**config.mk**
```make
export PLATFORM = sky130hd
export DESIGN_NAME = conta_votos_sessao
export DESIGN_NICKNAME = d
export VERILOG_FILES = /design/src/rtl/conta_votos_pkg.sv /design/src/rtl/conta_votos_argmax.sv /design/src/rtl/conta_votos_sessao.sv
export SDC_FILE = /design/constraint.sdc
export NUM_CORES = 1
export LEC_CHECK = 0
export ABC_AREA = 0
export CORE_AREA = 2 2 64 66
export CTS_BUF_LIST = sky130_fd_sc_hd__clkbuf_4 sky130_fd_sc_hd__clkbuf_8
export DETAILED_ROUTE_END_ITERATION = 7
export DIE_AREA = 0 0 66 68
export PLACE_DENSITY_LB_ADDON = 0.08
export SLEW_MARGIN = 0
export SYNTH_ARGS = -nofsm -noshare
export SYNTH_HDL_FRONTEND = slang
export SYNTH_SLANG_ARGS = --single-unit
```
**constraint.sdc**
```tcl
create_clock -name clk -period 3.1 [get_ports clk]
set_clock_uncertainty 0.05 [all_clocks]
set_input_delay 0.93 -clock clk [delete_from_list [all_inputs] [get_ports clk]]
set_output_delay 0.93 -clock clk [all_outputs]
set_load 0.01 [all_outputs]
```
**src/rtl/conta_votos_pkg.sv**
```systemverilog
`default_nettype none
// ============================================================================
// conta_votos_pkg : shared types and helpers for the vote-session tallier
// Rev 1.0
// ============================================================================
package conta_votos_pkg;

    typedef enum logic [1:0] {
        S_IDLE = 2'd0,
        S_OPEN = 2'd1,
        S_SCAN = 2'd2,
        S_DONE = 2'd3
    } state_t;

    // Bit width of an index over n items, never narrower than one bit.
    function automatic int clog2_min1(input int n);
        return ($clog2(n) < 1) ? 1 : $clog2(n);
    endfunction

endpackage
`default_nettype wire

```
**src/rtl/conta_votos_argmax.sv**
```systemverilog
`default_nettype none
// ============================================================================
// conta_votos_argmax : sequential max / argmax / tie scanner, one value per cycle
// Rev 1.0
// ============================================================================
module conta_votos_argmax #(
    parameter int CID_W = 2,
    parameter int CNT_W = 2
) (
    input  logic             clk,
    input  logic             rst_n,
    input  logic             clr,
    input  logic             en,
    input  logic [CID_W-1:0] idx,
    input  logic [CNT_W-1:0] val,
    output logic [CNT_W-1:0] max,
    output logic [CID_W-1:0] arg,
    output logic             tie
);

    // Index 0 seeds the scan, so stale results never leak into a new pass.
    always_ff @(posedge clk or negedge rst_n) begin
        if (!rst_n) begin
            max <= '0;
            arg <= '0;
            tie <= 1'b0;
        end else if (clr) begin
            max <= '0;
            arg <= '0;
            tie <= 1'b0;
        end else if (en) begin
            if (idx == '0 || val > max) begin
                max <= val;
                arg <= idx;
                tie <= 1'b0;
            end else if (val == max) begin
                tie <= 1'b1;
            end
        end
    end

endmodule
`default_nettype wire

```
**src/rtl/conta_votos_sessao.sv**
```systemverilog
`default_nettype none
// ============================================================================
// conta_votos_sessao : session vote tallier with duplicate/invalid rejection
// Rev 1.0
// ============================================================================
module conta_votos_sessao
    import conta_votos_pkg::*;
#(
    parameter  int N_VOTERS = 3,
    parameter  int N_CAND   = 4,
    localparam int VID_W    = clog2_min1(N_VOTERS),
    localparam int CID_W    = clog2_min1(N_CAND),
    localparam int CNT_W    = $clog2(N_VOTERS + 1)
) (
    input  logic             clk,
    input  logic             rst_n,
    input  logic             start,
    input  logic             stop,
    input  logic             vote_valid,
    output logic             vote_ready,
    input  logic [VID_W-1:0] voter_id,
    input  logic [CID_W-1:0] cand_id,
    output logic             dup_err,
    output logic             inv_err,
    output logic [CNT_W-1:0] total_votes,
    output logic             done,
    output logic [CID_W-1:0] winner,
    output logic             tie,
    input  logic [CID_W-1:0] rd_cand,
    output logic [CNT_W-1:0] rd_count
);

    localparam int SCAN_W = $clog2(N_CAND + 1);

    state_t              state, state_next;
    logic [CNT_W-1:0]    counts [N_CAND];
    logic [N_VOTERS-1:0] voted, voted_set;
    logic [SCAN_W-1:0]   scan_idx;
    logic [CNT_W-1:0]    scan_val, max_val;
    logic [CID_W-1:0]    scan_arg;
    logic                scan_tie, scan_last;
    logic                handshake, in_range, is_dup, accept, last_vote;
    logic                session_start;

    always_comb begin
        handshake     = vote_valid && vote_ready;
        in_range      = (32'(voter_id) < N_VOTERS) && (32'(cand_id) < N_CAND);
        voted_set     = '0;
        is_dup        = 1'b0;
        if (in_range) begin
            voted_set[voter_id] = 1'b1;
            is_dup              = voted[voter_id];
        end
        accept        = handshake && in_range && !is_dup;
        last_vote     = accept && ((voted | voted_set) == '1);
        session_start = start && (state == S_IDLE || state == S_DONE);
        // One extra SCAN cycle after the last index lets the scanner settle.
        scan_last     = (32'(scan_idx) == N_CAND);
        scan_val      = '0;
        if (!scan_last) scan_val = counts[scan_idx[CID_W-1:0]];
    end

    always_ff @(posedge clk or negedge rst_n) begin
        if (!rst_n) state <= S_IDLE;
        else        state <= state_next;
    end

    always_comb begin
        state_next = state;
        case (state)
            S_IDLE:  if (start)             state_next = S_OPEN;
            S_OPEN:  if (stop || last_vote) state_next = S_SCAN;
            S_SCAN:  if (scan_last)         state_next = S_DONE;
            S_DONE:  if (start)             state_next = S_OPEN;
            default:                        state_next = S_IDLE;
        endcase
    end

    always_comb begin
        vote_ready = (state == S_OPEN);
        done       = (state == S_DONE);
    end

    always_ff @(posedge clk or negedge rst_n) begin
        if (!rst_n) begin
            for (int i = 0; i < N_CAND; i++) counts[i] <= '0;
            voted       <= '0;
            total_votes <= '0;
            winner      <= '0;
            tie         <= 1'b0;
            dup_err     <= 1'b0;
            inv_err     <= 1'b0;
            scan_idx    <= '0;
        end else begin
            dup_err <= 1'b0;
            inv_err <= 1'b0;
            if (session_start) begin
                for (int i = 0; i < N_CAND; i++) counts[i] <= '0;
                voted       <= '0;
                total_votes <= '0;
                winner      <= '0;
                tie         <= 1'b0;
            end
            if (handshake) begin
                if (!in_range) begin
                    inv_err <= 1'b1;
                end else if (is_dup) begin
                    dup_err <= 1'b1;
                end else begin
                    counts[cand_id] <= counts[cand_id] + CNT_W'(1);
                    voted           <= voted | voted_set;
                    total_votes     <= total_votes + CNT_W'(1);
                end
            end
            if (state == S_SCAN) begin
                scan_idx <= scan_idx + SCAN_W'(1);
                if (scan_last) begin
                    winner <= scan_arg;
                    // An empty ballot box counts as a tie among everyone.
                    tie    <= scan_tie || (max_val == '0);
                end
            end else begin
                scan_idx <= '0;
            end
        end
    end

    always_ff @(posedge clk or negedge rst_n) begin
        if (!rst_n) rd_count <= '0;
        else        rd_count <= (32'(rd_cand) < N_CAND) ? counts[rd_cand] : '0;
    end

    conta_votos_argmax #(
        .CID_W (CID_W),
        .CNT_W (CNT_W)
    ) u_argmax (
        .clk   (clk),
        .rst_n (rst_n),
        .clr   (session_start),
        .en    ((state == S_SCAN) && !scan_last),
        .idx   (scan_idx[CID_W-1:0]),
        .val   (scan_val),
        .max   (max_val),
        .arg   (scan_arg),
        .tie   (scan_tie)
    );

endmodule
`default_nettype wire
```
# After elaboration in Yosys (flattened, before gate mapping)
# Index checks and enable logic that the tools add are counted.
[totals] regBits=30 in_bits=11 out_inout_bits=11 elab_cells=121
[classes] addsub=3 n_lt_le_gt_ge=8 n_eq_ne=9 muxes=57 bitwise_logic=4 n_reduce_logical=24
[ops] cell="2-bit two-way mux" n=24
[ops] cell="8-bit two-way mux" n=4
[ops] cell="3-bit two-way mux" n=6
[ops] cell="1-bit two-way mux" n=15
[ops] cell="2-bit binary-select mux with 2-bit select" n=3
[ops] cell="3-bit >= comparator (second input constant)" n=3
[ops] cell="2-bit NOT with 3-bit output" n=3
[ops] cell="8-bit bitwise mux" n=1
[ops] cell="1-bit logical AND" n=8
[ops] cell="3-bit equality test (second input constant)" n=2
[ops] cell="2-bit logical NOT" n=3
[ops] cell="2-bit case mux with 3 select lines" n=1
[ops] cell="2-bit by 1-bit adder with 2-bit output (second input constant)" n=2
[ops] cell="2-bit demux with 2-bit select" n=1
[ops] cell="2-bit equality test (second input constant)" n=2
[ops] cell="1-bit logical OR" n=4
[ops] cell="2-bit by 1-bit inequality test with 1-bit output (second input constant)" n=2
[ops] cell="2-bit AND reduction" n=2
[ops] cell="2-bit nonzero test" n=2
[ops] cell="3-bit by 1-bit adder with 3-bit output (second input constant)" n=1
[ops] cell="2-bit by 3-bit less-than comparator with 1-bit output (second input constant)" n=1
[ops] cell="3-bit by 1-bit less-than comparator with 1-bit output (second input constant)" n=1
[ops] cell="3-bit bitwise OR" n=1
[ops] cell="3-bit AND reduction" n=1
[ops] cell="other kinds (11)" n=12

# Logic depth before layout (Yosys ltp)
# Gate-level depths: netlist of run 1.
[logic_depth] word_depth=11 mapped_depth=10 mapped_depth_nobuf=10

# Modules after synthesis
# Synthesis of run 1 repeated with hierarchy kept, for this count alone.
[hier_totals] hier_cells=157 hier_area_um2=1724.2
[modules_own_cells] module="conta_votos_sessao" instances=1 cells_each=128 area_each_um2=1401.3
[modules_own_cells] module="conta_votos_argmax" instances=1 cells_each=29 area_each_um2=322.8

# Worst setup path before layout of run 1
# No wires, ideal clock.
[synth_timing] path_kind="register to register" from="register scan_idx[0]" to="register u_argmax.max[0]" setup_time_ps=122 t_arrival_ps=2166 t_required_ps=2928 path_slack_ps=763 stages_incl_launch_ff=8 n_path_buf=0 synth_period_minus_slack_ps=2337 path_cell_list="dfrtp_1 -> mux4_2 -> and2_1 -> ha_1 -> a21o_1 -> a41oi_2 -> a21oi_1 -> a32o_1"
[synth_between] elab_chain_len=9
[synth_rtl] element="start: declaration" line="conta_votos_sessao.sv:38" rtl="logic [SCAN_W-1:0] scan_idx;"
[synth_rtl] element="start signal: assignment" line="conta_votos_sessao.sv:116" rtl="scan_idx <= scan_idx + SCAN_W'(1);"
[synth_rtl] element="2-bit NOT with 3-bit output (implied by the code)" line="conta_votos_sessao.sv:60" rtl="if (!scan_last) scan_val = counts[scan_idx[CID_W-1:0]];"
[synth_rtl] element="2-bit binary-select mux with 2-bit select" line="conta_votos_sessao.sv:60"
[synth_rtl] element="2-bit two-way mux (implied by the code) (2 in a row)" line="conta_votos_sessao.sv:60"
[synth_rtl] element="2-bit two-way mux" line="conta_votos_sessao.sv:60"
[synth_rtl] element="2-bit > comparator" line="conta_votos_argmax.sv:32" rtl="if (idx == '0 || val > max) begin"
[synth_rtl] element="1-bit logical OR" line="conta_votos_argmax.sv:32"
[synth_rtl] element="2-bit nonzero test (no line)"
[synth_rtl] element="2-bit AND reduction (no line)"
[synth_rtl] element="end signal: assignment" line="conta_votos_argmax.sv:33" rtl="max <= val;"
[synth_rtl] element="end: declaration" line="conta_votos_argmax.sv:16" rtl="output logic [CNT_W-1:0] max,"
# Parallel ways exist; a longest one is shown, timed or not. The select of a mux whose other input is x is not followed.
# A chain may end at the register's enable or synchronous reset.

# Final worst setup path of run 1
[layout_timing] from="input cand_id[1]" to="register counts[1] in the netlist's numbering"
[layout_between] elab_chain_len=9
[layout_rtl] element="start: declaration" line="conta_votos_sessao.sv:22" rtl="input logic [CID_W-1:0] cand_id,"
[layout_rtl] element="2-bit NOT with 3-bit output (implied by the code) *" line="conta_votos_sessao.sv:110" rtl="counts[cand_id] <= counts[cand_id] + CNT_W'(1);"
[layout_rtl] element="2-bit binary-select mux with 2-bit select (tied with other cells)" line="conta_votos_sessao.sv:110"
[layout_rtl] element="2-bit two-way mux (implied by the code) / 1-bit logical AND (equally long branches)" line="conta_votos_sessao.sv:110"
[layout_rtl] element="2-bit two-way mux (implied by the code)" line="conta_votos_sessao.sv:110"
[layout_rtl] element="2-bit by 1-bit adder with 2-bit output / 2-bit demux with 2-bit select (equally long branches)" line="conta_votos_sessao.sv:110"
[layout_rtl] element="8-bit bitwise mux *" line="conta_votos_sessao.sv:110"
[layout_rtl] element="8-bit two-way mux *" line="conta_votos_sessao.sv:107" rtl="end else if (is_dup) begin"
[layout_rtl] element="8-bit two-way mux *" line="conta_votos_sessao.sv:105" rtl="if (!in_range) begin"
[layout_rtl] element="8-bit two-way mux *" line="conta_votos_sessao.sv:104" rtl="if (handshake) begin"
[layout_rtl] element="end signal: indexed assignment" line="conta_votos_sessao.sv:110"
[layout_rtl] element="end: declaration" line="conta_votos_sessao.sv:36" rtl="logic [CNT_W-1:0] counts [N_CAND];"
# Every way passes the cells marked *; elsewhere a longest branch is shown, timed or not. The select of a mux whose other input is x is not followed.

==> results.toml, run 1 <==
[clock_network]
post_cts_buffers = 0
holdBufCountCts = 0
post_cts_resized = 0
tritoncts = "done"
htreeDepth = 2
cts_buffers = 5
cts_root_buffer = "clkbuf_8"
path_clk_slew_ps = 70
numClockSinks = 30
worst_skew_pair.late_latency_ps = 280
clockBufferDepth = 2

[setup_path]
critPathKind = "in -> reg"
crit_arrival_ps = 2680
r2r-start = "scan_idx[0]"
max_stage_delay_ps = 640
crit_chain = "clkdlybuf4s50_1, mux4_2, xnor2_1, mux2i_1"
rr_worst_depth = 7
startpoint = "cand_id[1]"
critical_path_required_ps = 3190
crit_path_end_kind = "flip-flop"
crit_family = "multiplexers"
cp_max_fo = 6
startpoint_type = "input pin"
r2r-end = "u_argmax.max[0]"
worst-path-buf-inv = 1
crit_slowest_cell = "clkdlybuf4s50_1"
rrSetupSlack_ps = 550

[finish]
seq_area_um2 = 751
layout-drive-gt1-share_pct = 13.0
final_util_pct = 51.9
multi_input_comb_area_um2 = 811
finalNonFillerCells = 227
syn2layout_area_growth_pct = 22.8
nFillCells = 360
diodes = 0
nets = 194

[global_routing]
met2_usage_pct = 28.3
grt_max_degree = 31
antenna_found_initial = 0
met1_usage_pct = 19.7
grt-busiest-layer = "met2"
overflow = 0
grt_use_met3_pct = 4.93
grt_pass1_wl_mm = 5.53
grt_pass1_vias = 1240
grt_usage_pct = 16.7

[run_status]
status = "completed"

[sta]
hold_viol_final = 0
tightest_slew_ps = 382
fin_setup_tns_ps = 0
rsz0062_at_grt = "false"
setup_viol_count_final = 0
layout_worst_path_cycle_share_pct = 83.4
fin_crit_ps = 2590
fmax_mhz = 387
finalMaxSlewViolations = 0
relSlewSlack_pct = 74.6

[placed_design]
routabilityCongestion = 0.830
place_hpwl_mm = 2.28
placedCellCount = 219
portBuffers = 21

[detailed_routing]
drt-wirelength-per-cell_um = 13.7
drc = 0
dr.pass1.iters = 4
drt_wl_total_mm = 3.11
vias = 1178
ant_nets = 0
drt_iter0_markers = 40
via_per_inst = 5.19

[worst_hold_path]
hp-start = "u_argmax.arg[1]"
hold_class = "reg -> reg"
hold_path_end = "u_argmax.arg[1]"
min_path_cells = 2

[yosys]
synthCells = 149
ys_warn_count = 0
syn_area_per_cell_um2 = 10.9
synth_cell_types = 33
yosysSeqAreaShare_pct = 46.1
netlist_area_um2 = 1630
ys_seq_elements = 30
syn_nets = 167

[die]
die_w_um = 66
die_area_um2 = 4490
initial_utilization_pct = 42.2
die_h_um = 68
core_area_um2 = 3860
rows = 23
pin_count = 22

[pwr]
power_density_nw_per_um2 = 793
ir_worst_vdd_mv = 0.325
p_leak_uw = 0.000876

[job]
cap_violations = 0
[logic make-up (layout without fill, tap and decap cells)]
group | count (synthesis) | after routing | share of synthesized area [%]
adder cells (fa/ha/maj) | 7 | 7 | 5.38
flip-flops | 30 | 30 | 46.1
AO/OA/AOI/OAI | 25 | 25 | 10.1
buffers and inverters | 14 | 42 | 4.15
XOR/XNOR | 2 | 2 | 1.08
AND/OR/NAND/NOR | 54 | 54 | 17.8
multiplexers | 17 | 17 | 15.4
[worst max path at each step]
stage	endpoint	depth (start not counted)
2_1_floorplan	u_argmax.max[0]	7
5_1_grt	u_argmax.max[0]	7
4_1_cts	vote_ready	3
6_report	counts[1]	4
3_5_place_dp	counts[1]	4
3_3_place_gp	counts[5]	4
[state kept, by name (all words and copies together), names as in the netlist]
register and flops:
counts 8, scan_idx 3, voted 3, rd_count 2, state 2, total_votes 2
u_argmax.arg 2, u_argmax.max 2, winner 2, dup_err 1, inv_err 1, tie 1
u_argmax.tie 1
[cell usage after synthesis (all sizes together)]
library cell | n | share of area, %
xnor2 | 1 | 0.54
a32o | 1 | 0.61
o211ai | 1 | 0.46
nor2b | 3 | 1.2
a21oi | 5 | 1.5
clkbuf | 1 | 0.23
mux2 | 1 | 0.92
o21ai | 11 | 3.4
and3b | 1 | 0.54
and2 | 3 | 1.2
nand4 | 1 | 0.38
dfrtp | 30 | 46
mux2i | 10 | 6.1
a21o | 1 | 0.46
xor2 | 1 | 0.54
a22o | 2 | 1.1
nor3b | 5 | 3.3
mux4 | 6 | 8.3
nand2 | 23 | 5.3
o31ai | 1 | 0.46
nor2 | 11 | 2.7
a311o | 1 | 0.61
a41oi | 2 | 1.5
ha | 7 | 5.4
or3 | 1 | 0.69
inv | 11 | 2.5
buf | 2 | 1.4
nand3 | 6 | 2.6
[layout make-up]
type	count	share of cell area (%)
Multi-Input combinational cell	105	40.5
Tap cell	50	3.13
Clock buffer	8	5.50
Timing Repair Buffer	23	11.3
Sequential cell	30	37.5
Inverter	11	2.06
[layout by cell type (no fill, tap or decap), types with 2 or more instances in the layout]
master | Yosys | layout
a21oi_1 | 5 | 5
a22o_1 | 2 | 2
and2_1 | 3 | 3
buf_4 | 0 | 2
clkbuf_8 | 0 | 8
clkdlybuf4s50_1 | 0 | 21
dfrtp_1 | 30 | 30
ha_1 | 7 | 7
inv_1 | 11 | 11
mux2i_1 | 10 | 10
mux4_2 | 6 | 6
nand2_1 | 23 | 23
nand3_1 | 5 | 5
nor2_1 | 10 | 10
nor2b_1 | 3 | 3
nor3b_1 | 3 | 3
o21ai_0 | 11 | 11
[worst register-to-register path, delay by kind of cell (launching register included)]
kind,cells,cell delay [ps]
fa+ha+maj,1,310
compound gates,4,910
mux,1,520
simple gates,1,180
flops,1,460
[power breakdown]
part	total, uW	leakage (uW)	internal, uW	switching (uW)
sequential	598	0.000406	495	103
combinational	619	0.000413	297	322
clock	369	0.0000575	224	145
total	1590	0.000876	1020	570
[metrics by stage]
stage | hold slack (ps) | instance area [um2] | setup slack [ps] | power (uW)
4_1_cts | 435 | 2000 | 496 | 1610
6_report | 432 | 2000 | 514 | 1590
3_3_place_gp | 418 | 1890 | 290 | 1210
5_1_grt | 460 | 2000 | 365 | 1710
2_1_floorplan | 400 | 1630 | 763 | 1020
3_5_place_dp | 421 | 1890 | 224 | 1230
[per-layer routing]
layer | vias to the layer above | part of all wire [%] | wire (um)
li1 | 579 | - | -
met1 | 576 | 45 | 1410
met2 | 19 | 50 | 1560
met3 | 4 | 3.3 | 102
met4 | 0 | 1.2 | 36
met5 | - | 0 | 0
Note: power is estimated with default switching activity, not from simulation.
==> run 2, diff against run 1 <==
Clock period 3.1 ns to 2.2 ns, I/O delays scaled along.
==> run 2 against run 1 <==
Net effect: die area is the same; first-iteration DRC count grew 40%; worst hold slack lost 7.0 ps; global-route usage grew 0.33 points; non-clock buffer count grew 18; sequential cell count is the same; design area grew 9.0%; clock power grew 22%; critical path type is now reg -> reg; largest cell class unchanged.
==> results.toml, run 2 (synthesis gave the netlist of run 1 again) <==
[setup_path]
crit_arrival_ps = 2280
rr_worst_depth = 7
crit_slowest_cell = "mux4_2"
r2r-end = "u_argmax.max[1]"
worst-path-buf-inv = 1
critPathKind = "reg -> reg"
crit_path_end_kind = "flip-flop"
critical_path_required_ps = 2310
rrSetupSlack_ps = 30
crit_family = "multiplexers"
r2r-start = "scan_idx[0]"
max_stage_delay_ps = 530
cp_max_fo = 7
crit_chain = "mux4_2, and2_4, ha_4, a21o_1, a41oi_4, buf_6, a22o_1"
startpoint_type = "flip-flop"

[finish]
nFillCells = 355
most-common-layout-cells = "dfrtp_1, nand2_1, clkdlybuf4s50_1"
diodes = 0
seq_area_um2 = 751
syn2layout_area_growth_pct = 33.9
layout_commonest_cell = "dfrtp_1"
top_regs = "counts: 8 flops, scan_idx: 3 flops, voted: 3 flops"
largest_reg_flops = 8
final_util_pct = 56.6
nets = 212
final_cell_area_um2 = 2180
largest-register = "counts"
multi_input_comb_area_um2 = 850
layout-drive-gt1-share_pct = 23.6

[sta]
tightest_slew_ps = 382
fin_crit_ps = 2170
setup_slack_ps = 28.9
whs_ps = 425
layout_worst_path_cycle_share_pct = 98.7
setup_viol_count_final = 0
fmax_mhz = 461
finalMaxSlewViolations = 0
relSlewSlack_pct = 74.5
hold_viol_final = 0
rsz0062_at_grt = "true"

[placed_design]
routabilityCongestion = 0.775
dp_slack_ps = -262
dpl-instance-area_um2 = 2060
place_hpwl_mm = 2.55
portBuffers = 21

[global_routing]
grt_max_degree = 31
grt_pass1_vias = 1261
antenna_found_initial = 0
grt_usage_pct = 17.0
grt_pass1_wl_mm = 5.68
overflow = 0

[worst_hold_path]
hp-start = "u_argmax.arg[0]"
hold_path_end = "u_argmax.arg[0]"
hold_class = "reg -> reg"
min_path_cells = 2

[die]
die_area_um2 = 4490
pin_count = 22
die_w_um = 66
rows = 23
initial_utilization_pct = 42.2
die_h_um = 68
core_area_um2 = 3860

[detailed_routing]
drt-wirelength-per-cell_um = 13.5
drt_iter0_markers = 56
ant_nets = 0
dr.pass1.iters = 4
drt_wl_total_mm = 3.31
drc = 0
via_per_inst = 5.00
vias = 1226

[clock_network]
worst_skew_pair.late_latency_ps = 270
clockBufferDepth = 2
holdBufCountCts = 0
numClockSinks = 30
tritoncts = "done"
cts_root_buffer = "clkbuf_8"
cts_buffers = 5
htreeDepth = 2
path_clk_slew_ps = 60

[pwr]
p_leak_uw = 0.000990
power_density_nw_per_um2 = 1100
ir_worst_vdd_mv = 0.492

[job]
cap_violations = 0

[run_status]
status = "completed"
run 2: cell count changes in the layout (fill, tap and decap cells not counted), sizes merged:
| cell | change |
|---|---|
| clkinv | +1 |
| clkbuf | -1 |
| buf | +18 |
| dlymetal6s2s | +2 |
| clkdlybuf4s50 | -2 |
run 2: stage by stage:
stage	std cells	TNS, ps	total power [uW]
2_1_floorplan	149	0	1490
3_3_place_gp	236	-1340	1880
3_5_place_dp	236	-2530	1930
4_1_cts	244	0	2400
5_1_grt	245	-41.9	2570
6_report	245	0	2390
run 2: area by class of cell:
class | count | share of cell area (%)
Multi-Input combinational cell | 105 | 39.0
Sequential cell | 30 | 34.4
Timing Repair Buffer | 41 | 17.5
Clock buffer | 7 | 4.13
Tap cell | 50 | 2.87
Inverter | 11 | 1.89
Clock inverter | 1 | 0.229
run 2: what timing repair did:
item	in CTS	in global routing
pin swaps	1	1
endpoints found under the setup margin	1	13
setup buffers	0	1
resized for setup	1	4
run 2: where the power goes:
| group | switching (uW) | leakage, uW | internal, uW |
|---|---|---|---|
| clock network | 185 | 0.0000517 | 264 |
| registers | 151 | 0.000406 | 698 |
| logic | 527 | 0.000533 | 565 |
run 2: layer usage:
metal  GRT usage (%)  part of all wire (%)  up-vias
met1            19.4                    41      590
met3            2.96                   3.0        5
met5               0                     0        -
met2            31.2                    55       20
li1                -                     -      611
met4            7.65                   1.4        0
run 2: worst max path at each step:
stage / depth (start not counted) / endpoint / start / slack, ps
2_1_floorplan: 7 / u_argmax.max[0] / scan_idx[0] / 20
3_3_place_gp: 6 / total_votes[1] / voter_id[0] / -180
3_5_place_dp: 6 / total_votes[1] / voter_id[0] / -260
4_1_cts: 7 / u_argmax.max[1] / scan_idx[0] / 10
5_1_grt: 7 / u_argmax.max[1] / scan_idx[0] / -40
6_report: 7 / u_argmax.max[1] / scan_idx[0] / 30
run 2: tightest hold or removal path: stages, from the launching register on:
cell,delay (ps)
dfrtp_1,340
nand2_1,50
o21ai_0,50
==> run 3, diff against run 2 <==
Settings changed: HOLD_SLACK_MARGIN from default to 0.03, SKIP_LAST_GASP from default to 1.
==> results of run 3 <==
Final layout, timing and power as in run 2 (identical DEF).
